`config.mk`:
```
export PLATFORM = sky130hd
export DESIGN_NAME = axis_frame_gen
export DESIGN_NICKNAME = d
export VERILOG_FILES = /design/src/rtl/mac_params.sv /design/src/rtl/axis_frame_gen.sv
export SDC_FILE = /design/constraint.sdc
export NUM_CORES = 1
export LEC_CHECK = 0
export ABC_AREA = 1
export BUFFER_PORTS_ARGS = -buffer_cell sky130_fd_sc_hd__buf_2
export CELL_PAD_IN_SITES_DETAIL_PLACEMENT = 0
export CELL_PAD_IN_SITES_GLOBAL_PLACEMENT = 2
export CORE_MARGIN = 2
export CORE_UTILIZATION = 34
export DETAILED_ROUTE_END_ITERATION = 7
export HOLD_SLACK_MARGIN = 0.1
export PLACE_DENSITY = 0.95
export SETUP_SLACK_MARGIN = 0.3
export SKIP_LAST_GASP = 1
export SYNTH_ARGS = -nofsm -noshare
export SYNTH_HDL_FRONTEND = slang
export SYNTH_SLANG_ARGS = --single-unit
```
`constraint.sdc`:
```
create_clock -name i_tx_clk -period 11.15 [get_ports i_tx_clk]
set_input_delay 1.115 -clock i_tx_clk [delete_from_list [all_inputs] [get_ports i_tx_clk]]
set_output_delay 1.115 -clock i_tx_clk [all_outputs]
set_load 0.01 [all_outputs]
```
`src/rtl/mac_params.sv`:
```
// ----------------------------------------------------------------------------
// mac_params
//   Shared MAC/PCS definitions: AXI-Stream beat geometry (N_SYMBOLS lanes of
//   W_SYMBOL bits, lane 0 = first byte), the frame generator state type and
//   the helper that builds the byte-enable mask of a frame's last beat.
// ----------------------------------------------------------------------------
package mac_params;

  localparam int N_SYMBOLS = 8;
  localparam int W_SYMBOL  = 8;

  typedef enum logic [1:0] {
    IDLE,
    SEND,
    GAP
  } gen_state_t;

  // tkeep of the last beat of a frame of 'len' bytes: the lowest
  // (len mod N_SYMBOLS) lanes, or every lane when the frame fills the beat.
  function automatic logic [N_SYMBOLS-1:0] last_keep(input logic [15:0] len);
    logic [N_SYMBOLS-1:0] mask;
    int                   rem;
    rem  = int'(len % 16'(N_SYMBOLS));
    mask = '0;
    for (int i = 0; i < N_SYMBOLS; i++) begin
      if (i < rem) mask[i] = 1'b1;
    end
    if (rem == 0) mask = '1;
    return mask;
  endfunction

endpackage

```
`src/rtl/axis_frame_gen.sv`:
```
// ----------------------------------------------------------------------------
// axis_frame_gen
//   Self-timed AXI-Stream frame source for link bring-up and loopback. Emits a
//   run of frames of clamped length L, byte k of frame n = (n + k) mod 256,
//   separated by a programmable idle gap, honouring tready backpressure.
//
// Ports
//   i_tx_clk, i_tx_reset_n     clock, synchronous active-low reset
//   i_start                    start pulse (sampled in IDLE only)
//   i_stop                     level, ends the run at the next frame boundary
//   i_frame_len / i_num_frames / i_gap_cycles
//                              run configuration, latched on start
//                              (i_num_frames = 0 means continuous)
//   m_axis_t*                  AXI-Stream master, all outputs registered
//   o_busy                     high outside IDLE
//   o_done                     one-cycle pulse when the run ends
//   o_frame_cnt                frames completed since reset (wraps)
// ----------------------------------------------------------------------------
module axis_frame_gen
  import mac_params::*;
#(
  parameter int MIN_LEN = 60,
  parameter int MAX_LEN = 9600
) (
  input  logic                                i_tx_clk,
  input  logic                                i_tx_reset_n,
  input  logic                                i_start,
  input  logic                                i_stop,
  input  logic [15:0]                         i_frame_len,
  input  logic [15:0]                         i_num_frames,
  input  logic [7:0]                          i_gap_cycles,
  output logic                                m_axis_tvalid,
  output logic [N_SYMBOLS-1:0][W_SYMBOL-1:0]  m_axis_tdata,
  output logic [N_SYMBOLS-1:0]                m_axis_tkeep,
  output logic                                m_axis_tlast,
  input  logic                                m_axis_tready,
  output logic                                o_busy,
  output logic                                o_done,
  output logic [31:0]                         o_frame_cnt
);

  function automatic logic [10:0] beats_of(input logic [15:0] len);
    logic [16:0] t;
    t = {1'b0, len} + 17'(N_SYMBOLS - 1);
    return 11'(t / 17'(N_SYMBOLS));
  endfunction

  gen_state_t state, state_d;

  logic [15:0] len_q, frames_q, run_idx;
  logic [10:0] beats_q, beat_idx;
  logic [7:0]  gap_q, gap_cnt;
  logic [31:0] frame_cnt_q;
  logic        busy_q, done_q;

  logic                               vld_p0, last_p0;
  logic [N_SYMBOLS-1:0][W_SYMBOL-1:0] data_p0;
  logic [N_SYMBOLS-1:0]               keep_p0;

  logic [15:0] len_clamped, cur_len, run_idx_p1;
  logic [10:0] cur_beats, nxt_idx;
  logic [7:0]  nxt_seed;
  logic        hs, count_hit;
  logic        start_run, load_beat, clr_valid, frame_end, gap_load, done_d;

  logic                               beat_last;
  logic [N_SYMBOLS-1:0]               beat_keep;
  logic [N_SYMBOLS-1:0][W_SYMBOL-1:0] beat_data;
  logic [W_SYMBOL-1:0]                base;

  always_comb begin
    if (i_frame_len < 16'(MIN_LEN))      len_clamped = 16'(MIN_LEN);
    else if (i_frame_len > 16'(MAX_LEN)) len_clamped = 16'(MAX_LEN);
    else                                 len_clamped = i_frame_len;
  end

  assign hs         = vld_p0 & m_axis_tready;
  assign run_idx_p1 = run_idx + 16'd1;
  assign count_hit  = (frames_q != 16'd0) && (run_idx_p1 == frames_q);

  // The beat being loaded on a start uses the incoming configuration,
  // since the latched copy only becomes valid on the same edge.
  assign cur_len   = start_run ? len_clamped : len_q;
  assign cur_beats = start_run ? beats_of(len_clamped) : beats_q;

  always_comb begin
    state_d   = state;
    start_run = 1'b0;
    load_beat = 1'b0;
    clr_valid = 1'b0;
    frame_end = 1'b0;
    gap_load  = 1'b0;
    done_d    = 1'b0;
    nxt_seed  = run_idx[7:0];
    nxt_idx   = beat_idx + 11'd1;
    case (state)
      IDLE: begin
        if (i_start) begin
          state_d   = SEND;
          start_run = 1'b1;
          load_beat = 1'b1;
          nxt_seed  = 8'd0;
          nxt_idx   = 11'd0;
        end
      end
      SEND: begin
        if (hs) begin
          if (last_p0) begin
            frame_end = 1'b1;
            if (i_stop || count_hit) begin
              state_d   = IDLE;
              done_d    = 1'b1;
              clr_valid = 1'b1;
            end else if (gap_q != 8'd0) begin
              state_d   = GAP;
              gap_load  = 1'b1;
              clr_valid = 1'b1;
            end else begin
              load_beat = 1'b1;
              nxt_seed  = run_idx_p1[7:0];
              nxt_idx   = 11'd0;
            end
          end else begin
            load_beat = 1'b1;
          end
        end
      end
      GAP: begin
        if (i_stop) begin
          state_d = IDLE;
          done_d  = 1'b1;
        end else if (gap_cnt == 8'd1) begin
          state_d   = SEND;
          load_beat = 1'b1;
          nxt_idx   = 11'd0;
        end
      end
      default: state_d = IDLE;
    endcase
  end

  // Pattern generator: one adder per lane, disabled lanes forced to zero.
  always_comb begin
    beat_last = (nxt_idx == cur_beats - 11'd1);
    beat_keep = beat_last ? last_keep(cur_len) : '1;
    base      = nxt_seed + W_SYMBOL'(32'(nxt_idx) * N_SYMBOLS);
    for (int i = 0; i < N_SYMBOLS; i++) begin
      beat_data[i] = beat_keep[i] ? base + W_SYMBOL'(i) : '0;
    end
  end

  always_ff @(posedge i_tx_clk) begin
    if (!i_tx_reset_n) begin
      state       <= IDLE;
      len_q       <= '0;
      beats_q     <= '0;
      frames_q    <= '0;
      gap_q       <= '0;
      gap_cnt     <= '0;
      run_idx     <= '0;
      beat_idx    <= '0;
      frame_cnt_q <= '0;
      busy_q      <= 1'b0;
      done_q      <= 1'b0;
      vld_p0      <= 1'b0;
      last_p0     <= 1'b0;
      data_p0     <= '0;
      keep_p0     <= '0;
    end else begin
      state  <= state_d;
      busy_q <= (state_d != IDLE);
      done_q <= done_d;
      if (start_run) begin
        len_q    <= len_clamped;
        beats_q  <= beats_of(len_clamped);
        frames_q <= i_num_frames;
        gap_q    <= i_gap_cycles;
        run_idx  <= '0;
      end else if (frame_end) begin
        run_idx <= run_idx_p1;
      end
      if (frame_end) frame_cnt_q <= frame_cnt_q + 32'd1;
      if (gap_load)          gap_cnt <= gap_q;
      else if (state == GAP) gap_cnt <= gap_cnt - 8'd1;
      // output stage p0
      if (load_beat) begin
        vld_p0   <= 1'b1;
        last_p0  <= beat_last;
        data_p0  <= beat_data;
        keep_p0  <= beat_keep;
        beat_idx <= nxt_idx;
      end else if (clr_valid) begin
        vld_p0  <= 1'b0;
        last_p0 <= 1'b0;
        data_p0 <= '0;
        keep_p0 <= '0;
      end
    end
  end

  assign m_axis_tvalid = vld_p0;
  assign m_axis_tdata  = data_p0;
  assign m_axis_tkeep  = keep_p0;
  assign m_axis_tlast  = last_p0;
  assign o_busy        = busy_q;
  assign o_done        = done_q;
  assign o_frame_cnt   = frame_cnt_q;

endmodule

```
==> results of run 1 <==
power by group:
group          switching, mW  leakage [nW]  internal, mW  total, mW
Sequential            0.0204          1.49         0.685      0.705
Combinational          0.181          3.80        0.0882      0.269
Clock                  0.310         0.295         0.323      0.633
Total                  0.511          5.59          1.10       1.61
layer usage:
layer | GRT usage (%) | wire length (um)
met5 | 0 | 0
met4 | 4.74 | 414
met3 | 3.27 | 1360
met2 | 31.9 | 14000
met1 | 26.0 | 15000
worst max path at each step:
stage | cells past startpoint | slack, ps | end
global placement | 29 | 5640 | m_axis_tdata[15]
floorplan | 30 | 6390 | m_axis_tdata[15]
CTS | 29 | 5390 | m_axis_tdata[15]
finish | 29 | 5330 | m_axis_tdata[15]
detailed placement | 29 | 5430 | m_axis_tdata[15]
global route | 29 | 4670 | m_axis_tdata[15]
worst max-delay path: cells and delay by family (launching register included):
| kind | cells | cell delay [ps] |
|---|---|---|
| buffers and inverters | 4 | 480 |
| XOR/XNOR | 2 | 960 |
| AND/OR/NAND/NOR | 19 | 2790 |
| AO/OA/AOI/OAI | 1 | 70 |
| adder cells (fa/ha/maj) | 3 | 870 |
| flip-flops | 1 | 490 |
stage by stage:
step           utilization [%]  power, mW
2_1_floorplan                -      0.909
3_3_place_gp              38.1      0.989
3_5_place_dp              38.1      0.991
4_1_cts                   40.1       1.63
5_1_grt                   40.1       1.70
6_report                  40.1       1.61
flip-flops by register name (all words and copies together), names as in the netlist, 11 cells and up:
register	flops
beat_idx	11
beats_q	11
frames_q	16
m_axis_tdata	64
o_frame_cnt	32
run_idx	16
cells in the final DEF, fill, tap and decap left out, types with 3 or more instances in the layout:
cell and instances:
or2_2 8, o21ai_1 3, clkinv_1 3, o21a_1 4
dfxtp_1 183, clkbuf_16 17, nand2_1 413, nand3_2 6
nor3_1 29, a211oi_1 4, xnor2_1 13, xor2_1 38
nand3b_1 4, ha_1 23, inv_1 191, inv_2 6
inv_6 4, nand4_1 25, inv_8 4, nor2_1 166
o211ai_1 5, o21ai_0 83, buf_2 152, nand3_1 169
buf_4 10, a21oi_1 156, nor2_2 7, clkinv_8 3
nand2_2 3, a31oi_1 3, nor4_1 3
final cells by class:
type	instances	area, sq um	area share (%)
well taps	396	495	4.07
diodes	1	2.50	0.0206
multi-input cells	1184	5800	47.7
clock inverters	15	180	1.48
flip-flops and latches	183	3660	30.1
inverters	201	756	6.21
repair buffers	162	836	6.87
clock buffers	17	425	3.50
cells by family after synthesis:
kind of cell | share of synthesized area, %
AOI/OAI and AO/OA | 13.4
adders and majority gates | 2.95
xor gates and xnor gates | 4.72
DFF | 35.2
buffers and inverters | 9.15
and+or+nand+nor | 34.6
cells in the mapped netlist (all sizes together) (2+ instances only):
| cell type | instances |
|---|---|
| a211oi | 4 |
| a21oi | 156 |
| a31oi | 3 |
| and3 | 2 |
| clkbuf | 50 |
| clkinv | 3 |
| dfxtp | 183 |
| ha | 23 |
| inv | 198 |
| nand2 | 416 |
| nand3 | 175 |
| nand3b | 4 |
| nand4 | 26 |
| nor2 | 173 |
| nor3 | 31 |
| nor3b | 2 |
| nor4 | 3 |
| o211ai | 5 |
| o21a | 4 |
| o21ai | 87 |
| o21bai | 2 |
| o22ai | 2 |
| or2 | 8 |
| xnor2 | 13 |
| xnor3 | 2 |
| xor2 | 38 |
==> flow_metrics.env, run 1 <==
export IMPL_clock_sinks=183
export IMPL_min_path_cells=2
export IMPL_slew_headroom_pct=33.5
export IMPL_nets=1818
export IMPL_start_kind="register"
export IMPL_cpPeakStageDelay_ps=790
export IMPL_r2r_slack_ps=5330
export IMPL_finalSetupTns_ps=0
export IMPL_rsz0062_at_grt="false"
export IMPL_dieArea_sq_um=32100
export IMPL_worstSetupPathType="register to register"
export IMPL_grt_max_degree=73
export IMPL_drv_slew=0
export IMPL_ys_seq_area_share_pct=35.2
export IMPL_die_w_um=179
export IMPL_rows=64
export IMPL_synth_nets=1688
export IMPL_setup_slack_ps=5330
export IMPL_post_cts_buffers=0
export IMPL_cpMaxStageDelayCell="xnor2_1"
export IMPL_start_util_pct=34.3
export IMPL_power_density_nw_per_um2=132
export IMPL_insertion_delay_ps=440
export IMPL_drtIter0Drc=730
export IMPL_io_pins=153
export IMPL_yosysTopAreaCellShare_pct=35.2
export IMPL_yosysWarnings=0
export IMPL_area_delta_synth_final_pct=16.7
export IMPL_r2r_end="m_axis_tdata[15]"
export IMPL_synth_async_reset_ratio_pct=0
export IMPL_avgSynthCellArea_sq_um=6.44
export IMPL_cts_hold_buf=0
export IMPL_required_ps=11440
export IMPL_cp_startpoint="run_idx[0]"
export IMPL_antenna_left=0
export IMPL_fmax_mhz=172
export IMPL_drcViolationCount=0
export IMPL_r2r_cells=29
export IMPL_dpl_cell_area_sq_um=11600
export IMPL_grt_overflow=0
export IMPL_fin_area_sq_um=12200
export IMPL_max_cap_viol_count=0
export IMPL_synth_seq_cells=183
export IMPL_cts_buffers=17
export IMPL_dpl_cell_count=2126
export IMPL_vias_per_cell=4.88
export IMPL_drive_gt1_share_pct=13.0
export IMPL_cts_clk_slew_worst_paths_ps=80
export IMPL_critPathCaptureType="register"
export IMPL_wl_per_cell_um=14.2
export IMPL_wirelength_um=30800
export IMPL_nFillCells=3312
export IMPL_fin_cells=2159
export IMPL_cts_resized=0
export IMPL_root_buffer="clkbuf_16"
export IMPL_ys_types=41
export IMPL_min_period_ps=5820
export IMPL_io_buffers=152
export IMPL_die_y_um=179
export IMPL_tritoncts="built"
export IMPL_place_ws_ps=5430
export IMPL_tightest_slew_ps=990
export IMPL_cts_max_level=4
export IMPL_first_pass_iters=5
export IMPL_min_from="m_axis_tdata[1]"
export IMPL_finalSetupViolations=0
export IMPL_grt_use_total_pct=19.3
export IMPL_antenna_found_initial=1
export IMPL_fin_crit_sh_pct=52.2
export IMPL_grt_pass1_vias=9783
export IMPL_path_max_fanout=15
export IMPL_hold_ws_ps=466
export IMPL_grt_pass1_wl_um=49600
export IMPL_power_leakage_nw=5.59
export IMPL_synth_top_area_cell="dfxtp_1"
export IMPL_via_count=10539
export IMPL_synth_area_sq_um=10400
export IMPL_synth_area_leaders="dfxtp_1, nand2_1, nand3_1, a21oi_1, inv_1"
export IMPL_place_gp_congestion=0.865
export IMPL_status="complete, no violations"
export IMPL_fin_skew_ps=17.4
export IMPL_ys_dominant_reg_cell="dfxtp_1"
export IMPL_finalHoldViolCount=0
export IMPL_hold_class="register to register"
export IMPL_hold_end="m_axis_tdata[1]"
export IMPL_r2r_start="run_idx[0]"
export IMPL_hpwl_um=22400
export IMPL_crit_path_frequent_cell="nand2_1"
export IMPL_peakVddDrop_mv=0.122
export IMPL_clockBufferDepth=2
export IMPL_worst_ep_arrival_time_ps=6110
export IMPL_synth_edf_count=0
export IMPL_synth_cells=1619
export IMPL_core_sq_um=30300
Note: power is estimated with default switching activity, not from simulation.
==> inputs of run 2 (changes only) <==
--- a/config.mk
+++ b/config.mk
@@ -10,10 +10,10 @@
 export CELL_PAD_IN_SITES_DETAIL_PLACEMENT = 0
 export CELL_PAD_IN_SITES_GLOBAL_PLACEMENT = 2
 export CORE_MARGIN = 2
-export CORE_UTILIZATION = 34
+export CORE_UTILIZATION = 31
 export DETAILED_ROUTE_END_ITERATION = 7
 export HOLD_SLACK_MARGIN = 0.1
-export PLACE_DENSITY = 0.95
+export PLACE_DENSITY = 0.91
 export SETUP_SLACK_MARGIN = 0.3
 export SKIP_LAST_GASP = 1
 export SYNTH_ARGS = -nofsm -noshare
==> constraint.sdc (replaced) <==
create_clock -name i_tx_clk -period 6.1 [get_ports i_tx_clk]
set_input_delay 0.61 -clock i_tx_clk [delete_from_list [all_inputs] [get_ports i_tx_clk]]
set_output_delay 0.61 -clock i_tx_clk [all_outputs]
set_load 0.01 [all_outputs]
==> flow_metrics.env, run 2 (same netlist as run 1, synthesis figures left out) <==
export IMPL_post_cts_buffers=0
export IMPL_power_switching_share_pct=30.3
export IMPL_max_cap_viol_count=0
export IMPL_tightest_slew_ps=1040
export IMPL_p_comb_share_pct=16.6
export IMPL_fmax_mhz=193
export IMPL_root_buffer="clkbuf_16"
export IMPL_cpPeakStageDelay_ps=600
export IMPL_clockBufferDepth=2
export IMPL_crit_path_frequent_cell="nand2_1"
export IMPL_dieArea_sq_um=35100
export IMPL_core_sq_um=33300
export IMPL_worstSetupPathType="register to register"
export IMPL_cts_resized=0
export IMPL_antenna_found_initial=1
export IMPL_netSwitchingPower_uw=902
export IMPL_antenna_left=0
export IMPL_place_gp_congestion=0.863
export IMPL_peakVddDrop_mv=0.197
export IMPL_hpwl_um=23400
export IMPL_grt_use_total_pct=17.9
export IMPL_min_period_ps=5180
export IMPL_r2r_end="m_axis_tdata[39]"
export IMPL_drive_gt1_share_pct=12.9
export IMPL_cts_buffers=17
export IMPL_io_buffers=152
export IMPL_grt_pass1_vias=9787
export IMPL_die_y_um=187
export IMPL_min_from="i_gap_cycles[7]"
export IMPL_via_count=10602
export IMPL_tritoncts="built"
export IMPL_nFillCells=3702
export IMPL_grt_overflow=0
export IMPL_final_cell_mix="nand2_1, inv_1, dfxtp_1"
export IMPL_cpMaxStageDelayCell="fa_1"
export IMPL_hold_end="gap_q[7]"
export IMPL_slew_headroom_pct=30.4
export IMPL_multi_input_area_sq_um=5800
export IMPL_wl_per_cell_um=14.2
export IMPL_drcViolationCount=0
export IMPL_start_kind="register"
export IMPL_finalSetupTns_ps=0
export IMPL_finalHoldViolCount=0
export IMPL_p_seq_share_pct=43.4
export IMPL_min_path_cells=3
export IMPL_path_buf_inv=3
export IMPL_clock_sinks=183
export IMPL_start_util_pct=31.3
export IMPL_largest_reg_flops=64
export IMPL_final_common_cell="nand2_1"
export IMPL_internal_power_mw=2.07
export IMPL_rows=67
export IMPL_cts_hold_buf=0
export IMPL_cts_max_level=4
export IMPL_vias_per_cell=4.80
export IMPL_crit_family="simple AND/OR/NAND/NOR gates"
export IMPL_cts_clk_slew_worst_paths_ps=70
export IMPL_insertion_delay_ps=450
export IMPL_first_pass_iters=5
export IMPL_fin_skew_ps=9.46
export IMPL_drv_slew=0
export IMPL_grt_max_degree=95
export IMPL_wirelength_um=31300
export IMPL_dpl_cell_count=2178
export IMPL_hold_class="primary input to register"
export IMPL_critPathCaptureType="register"
export IMPL_fin_crit_sh_pct=84.9
export IMPL_register_area_sq_um=3660
export IMPL_r2r_slack_ps=920
export IMPL_clkPwrFrac_pct=40.0
export IMPL_r2r_cells=27
export IMPL_nets=1818
export IMPL_grt_pass1_wl_um=51200
export IMPL_status="complete, no violations"
export IMPL_r2r_start="run_idx[0]"
export IMPL_required_ps=6390
export IMPL_power_density_nw_per_um2=243
export IMPL_rsz0062_at_grt="false"
export IMPL_io_pins=153
export IMPL_drtIter0Drc=688
export IMPL_worst_ep_arrival_time_ps=5470
export IMPL_area_delta_synth_final_pct=17.4
export IMPL_die_w_um=187
export IMPL_path_max_fanout=15
export IMPL_finalSetupViolations=0
export IMPL_fin_cells=2211
export IMPL_power_leakage_nw=5.59
[run 2: changes by cell type in the layout (fill, tap and decap cells not counted)]
cell       change
clkinv_2       -1
clkbuf_1       +1
inv_8          -3
clkinv_4       +3
clkinv_8       -3
inv_6          +1
bufinv_16      +2
[run 2: worst max-delay path by stage]
stage | startpoint | to | slack, ps | cells past startpoint
floorplan | run_idx[0] | m_axis_tdata[15] | 1340 | 30
global placement | run_idx[0] | m_axis_tdata[39] | 1120 | 27
detailed placement | run_idx[0] | m_axis_tdata[47] | 980 | 27
CTS | run_idx[0] | m_axis_tdata[39] | 950 | 27
global route | run_idx[0] | m_axis_tdata[39] | 310 | 27
finish | run_idx[0] | m_axis_tdata[39] | 920 | 27
[run 2: routing by layer]
metal  part of all wire (%)  wire, um  track usage (%)
met5                      0         0                0
met4                    1.6       508             5.07
met3                    5.3      1660             3.58
met2                     45     14100             28.8
met1                     48     15100             24.2
[run 2: layout make-up]
type                       count  area share [%]
antenna                        1          0.0204
clock inverter                14            1.53
multi-input combinational   1184            47.4
timing repair buffer         162            6.83
clock buffer                  18            3.51
tap                          448            4.58
inverter                     201            6.17
sequential                   183            29.9
[run 2: power groups by stage]
stage                     combinational [mW]  sequential, mW  clock (mW)
after floorplan                        0.341            1.32           0
after global placement                 0.494            1.32           0
after detailed placement               0.496            1.32           0
after CTS                              0.498            1.29        1.22
after global routing                   0.564            1.30        1.26
final                                  0.493            1.29        1.19
[run 2: worst register-to-register path: cells and delay by family, from the launching register on]
| family | cells | cell delay [ps] |
|---|---|---|
| compound gates | 1 | 80 |
| buf+inv | 3 | 240 |
| simple gates | 19 | 3040 |
| flops | 1 | 470 |
| fa+ha+maj | 3 | 1010 |
| xor+xnor | 1 | 190 |
[run 2: metrics by stage]
stage               cell area (sq um)  util (%)  hold WS (ps)  worst slack, ps  power, mW
floorplan                       10400         -           436             1340       1.66
global placement                11600      34.9           449             1120       1.81
detailed placement              11600      34.9           452              984       1.81
CTS                             12200      36.8           400              948       3.00
global route                    12200      36.8           426              306       3.13
finish                          12200      36.8           414              920       2.97
==> inputs of run 3 (changes only) <==
--- a/config.mk
+++ b/config.mk
@@ -5,12 +5,12 @@
 export SDC_FILE = /design/constraint.sdc
 export NUM_CORES = 1
 export LEC_CHECK = 0
-export ABC_AREA = 1
+export ABC_AREA = 0
 export BUFFER_PORTS_ARGS = -buffer_cell sky130_fd_sc_hd__buf_2
 export CELL_PAD_IN_SITES_DETAIL_PLACEMENT = 0
 export CELL_PAD_IN_SITES_GLOBAL_PLACEMENT = 2
 export CORE_MARGIN = 2
-export CORE_UTILIZATION = 31
+export CORE_UTILIZATION = 34
 export DETAILED_ROUTE_END_ITERATION = 7
 export HOLD_SLACK_MARGIN = 0.1
 export PLACE_DENSITY = 0.91
==> constraint.sdc (replaced) <==
create_clock -name i_tx_clk -period 5.3 [get_ports i_tx_clk]
set_input_delay 0.53 -clock i_tx_clk [delete_from_list [all_inputs] [get_ports i_tx_clk]]
set_output_delay 0.53 -clock i_tx_clk [all_outputs]
set_load 0.01 [all_outputs]
==> flow_metrics.env, run 3 <==
export IMPL_status="complete, no violations"
export IMPL_nets=1397
export IMPL_grt_max_degree=67
export IMPL_synth_xor_area_share_pct=12.4
export IMPL_cpPeakStageDelay_ps=490
export IMPL_r2r_slack_ps=660
export IMPL_yosysWarnings=0
export IMPL_dpl_cell_count=1691
export IMPL_cts_buffers=17
export IMPL_grt_pass1_vias=8665
export IMPL_area_delta_synth_final_pct=19.4
export IMPL_io_buffers=152
export IMPL_dieArea_sq_um=30700
export IMPL_power_leakage_nw=4.88
export IMPL_synthMuxAreaShare_pct=0.641
export IMPL_rsz0062_at_grt="false"
export IMPL_fin_skew_ps=14.3
export IMPL_r2r_cells=22
export IMPL_synth_compound_area_share_pct=20.3
export IMPL_antenna_found_initial=1
export IMPL_clock_sinks=183
export IMPL_critical_path_cell_chain="ha_4, nand4_1, nor3_1, xnor2_1, a211o_1, nor4_2, or2_4, o21ai_0, nand2_1, nand2_1, o31ai_1, ha_1, inv_1, fa_1, inv_1, a21o_1, a21oi_1, xnor2_1, xnor2_2, xor2_1, a32o_1, a31o_1"
export IMPL_ys_seq_area_share_pct=36.8
export IMPL_drcViolationCount=0
export IMPL_first_pass_iters=5
export IMPL_cp_startpoint="run_idx[1]"
export IMPL_drtIter0Drc=664
export IMPL_slew_headroom_pct=47.2
export IMPL_fin_crit_sh_pct=87.5
export IMPL_grt_pass1_wl_um=46700
export IMPL_core_sq_um=28800
export IMPL_antenna_left=0
export IMPL_cts_max_level=4
export IMPL_rows=62
export IMPL_cts_clk_slew_worst_paths_ps=80
export IMPL_die_y_um=175
export IMPL_r2r_start="run_idx[1]"
export IMPL_worstSetupPathType="register to register"
export IMPL_synth_area_sq_um=9960
export IMPL_synth_fa_ha_area_share_pct=3.09
export IMPL_finalSetupTns_ps=0
export IMPL_finalHoldViolCount=0
export IMPL_ys_types=77
export IMPL_hold_class="primary input to register"
export IMPL_root_buffer="clkbuf_16"
export IMPL_min_path_cells=3
export IMPL_drv_slew=0
export IMPL_insertion_delay_ps=440
export IMPL_start_kind="register"
export IMPL_yosys_area_share_simple_pct=23.2
export IMPL_dpl_cell_area_sq_um=11200
export IMPL_final_core_util_pct=41.3
export IMPL_final_cell_mix="dfxtp_1, buf_2, nand2_1"
export IMPL_final_common_cell="dfxtp_1"
export IMPL_die_w_um=175
export IMPL_critPathCaptureType="register"
export IMPL_synth_top_area_cell="dfxtp_1"
export IMPL_synth_async_reset_ratio_pct=0
export IMPL_place_gp_congestion=0.844
export IMPL_register_area_sq_um=3670
export IMPL_clockBufferDepth=2
export IMPL_path_max_fanout=11
export IMPL_wirelength_um=28600
export IMPL_required_ps=5630
export IMPL_drive_gt1_share_pct=19.2
export IMPL_yosys_top_cells_count="dfxtp_1, nand2_1, nor2_1, a21oi_1, xor2_1"
export IMPL_avgSynthCellArea_sq_um=8.40
export IMPL_vias_per_cell=5.32
export IMPL_tritoncts="built"
export IMPL_setup_slack_ps=663
export IMPL_fin_area_sq_um=11900
export IMPL_cpMaxStageDelayCell="fa_1"
export IMPL_finalSetupViolations=0
export IMPL_tightest_slew_ps=772
export IMPL_io_pins=153
export IMPL_fin_cells=1725
export IMPL_yosysMostFrequentCell="dfxtp_1"
export IMPL_hold_ws_ps=319
export IMPL_cts_hold_buf=0
export IMPL_via_count=9181
export IMPL_start_util_pct=34.6
export IMPL_peakVddDrop_mv=0.232
export IMPL_min_period_ps=4640
export IMPL_grt_use_total_pct=18.7
export IMPL_nFillCells=2996
export IMPL_synth_seq_cells=183
export IMPL_totalPowerFinal_mw=3.18
export IMPL_synth_area_leaders="dfxtp_1, xor2_1, xnor2_1, nand2_1, nor2_1"
export IMPL_synth_cells=1185
export IMPL_power_density_nw_per_um2=267
export IMPL_multi_input_area_sq_um=6010
export IMPL_crit_path_end="m_axis_tdata[47]"
export IMPL_fmax_mhz=216
export IMPL_largest_reg_flops=64
export IMPL_synth_top_family_by_area="simple AND/OR/NAND/NOR gates"
export IMPL_yosysTopAreaCellShare_pct=36.8
export IMPL_synth_edf_count=0
export IMPL_place_ws_ps=281
export IMPL_synth_nets=1254
export IMPL_hpwl_um=20900
export IMPL_worst_ep_arrival_time_ps=4960
export IMPL_wl_per_cell_um=16.6
export IMPL_ys_dominant_reg_cell="dfxtp_1"
export IMPL_antenna_cells=0
export IMPL_max_cap_viol_count=0
export IMPL_grt_overflow=0
export IMPL_r2r_end="m_axis_tdata[47]"
-- run 3: layer usage --
layer  wire length, um  part of all wire, %  up-vias  track usage, %
met2             12700                   44      235            29.4
li1                  -                    -     4571               -
met5                 7                0.025        -               0
met3              1360                  4.8       22            3.50
met1             14300                   50     4351            26.7
met4               205                 0.72        2            3.47
-- run 3: worst max-delay path: cells and delay by family, from the launching register on --
family | cells | cell delay (ps)
AO/OA/AOI/OAI | 7 | 1100
AND/OR/NAND/NOR | 6 | 1270
XOR/XNOR | 4 | 680
buffers and inverters | 2 | 140
flip-flops | 1 | 430
adder cells (fa/ha/maj) | 3 | 920
-- run 3: cells by family (layout without fill, tap and decap cells) --
| logic type | count (synthesis) | count (layout) |
|---|---|---|
| and+or+nand+nor | 465 | 465 |
| AOI/OAI and AO/OA | 281 | 281 |
| DFF | 183 | 183 |
| xor gates and xnor gates | 139 | 139 |
| buffers and inverters | 87 | 243 |
| adders and majority gates | 24 | 24 |
| muxes | 6 | 6 |
-- run 3: area by class of cell --
type,instances,area share (%)
tap,384,4.04
sequential,183,30.8
inverter,24,0.757
clock inverter,15,1.65
clock buffer,17,3.58
timing repair buffer,187,8.64
multi-input combinational,915,50.5
-- run 3: how the worst min path moves through the flow --
stage                             to              from
floorplan                   gap_q[1]          gap_q[1]
global placement    m_axis_tdata[51]  m_axis_tdata[51]
detailed placement  m_axis_tdata[13]  m_axis_tdata[13]
CTS                      frames_q[0]   i_num_frames[0]
global route             frames_q[7]   i_num_frames[7]
finish                   frames_q[0]   i_num_frames[0]
-- run 3: report_power, final --
| part | switching (mW) | internal [mW] | total (mW) |
|---|---|---|---|
| clock network | 0.679 | 0.653 | 1.33 |
| registers | 0.0322 | 1.42 | 1.45 |
| logic | 0.250 | 0.149 | 0.399 |
| total | 0.961 | 2.22 | 3.18 |
-- run 3: what timing repair did --
action                     in CTS  in global routing
buffers inserted                2                  0
hold endpoints to repair        0                  0
cloned                          0                  0
pin swaps                       1                  3
gates resized for setup         1                 13
setup endpoints to repair       1                 24
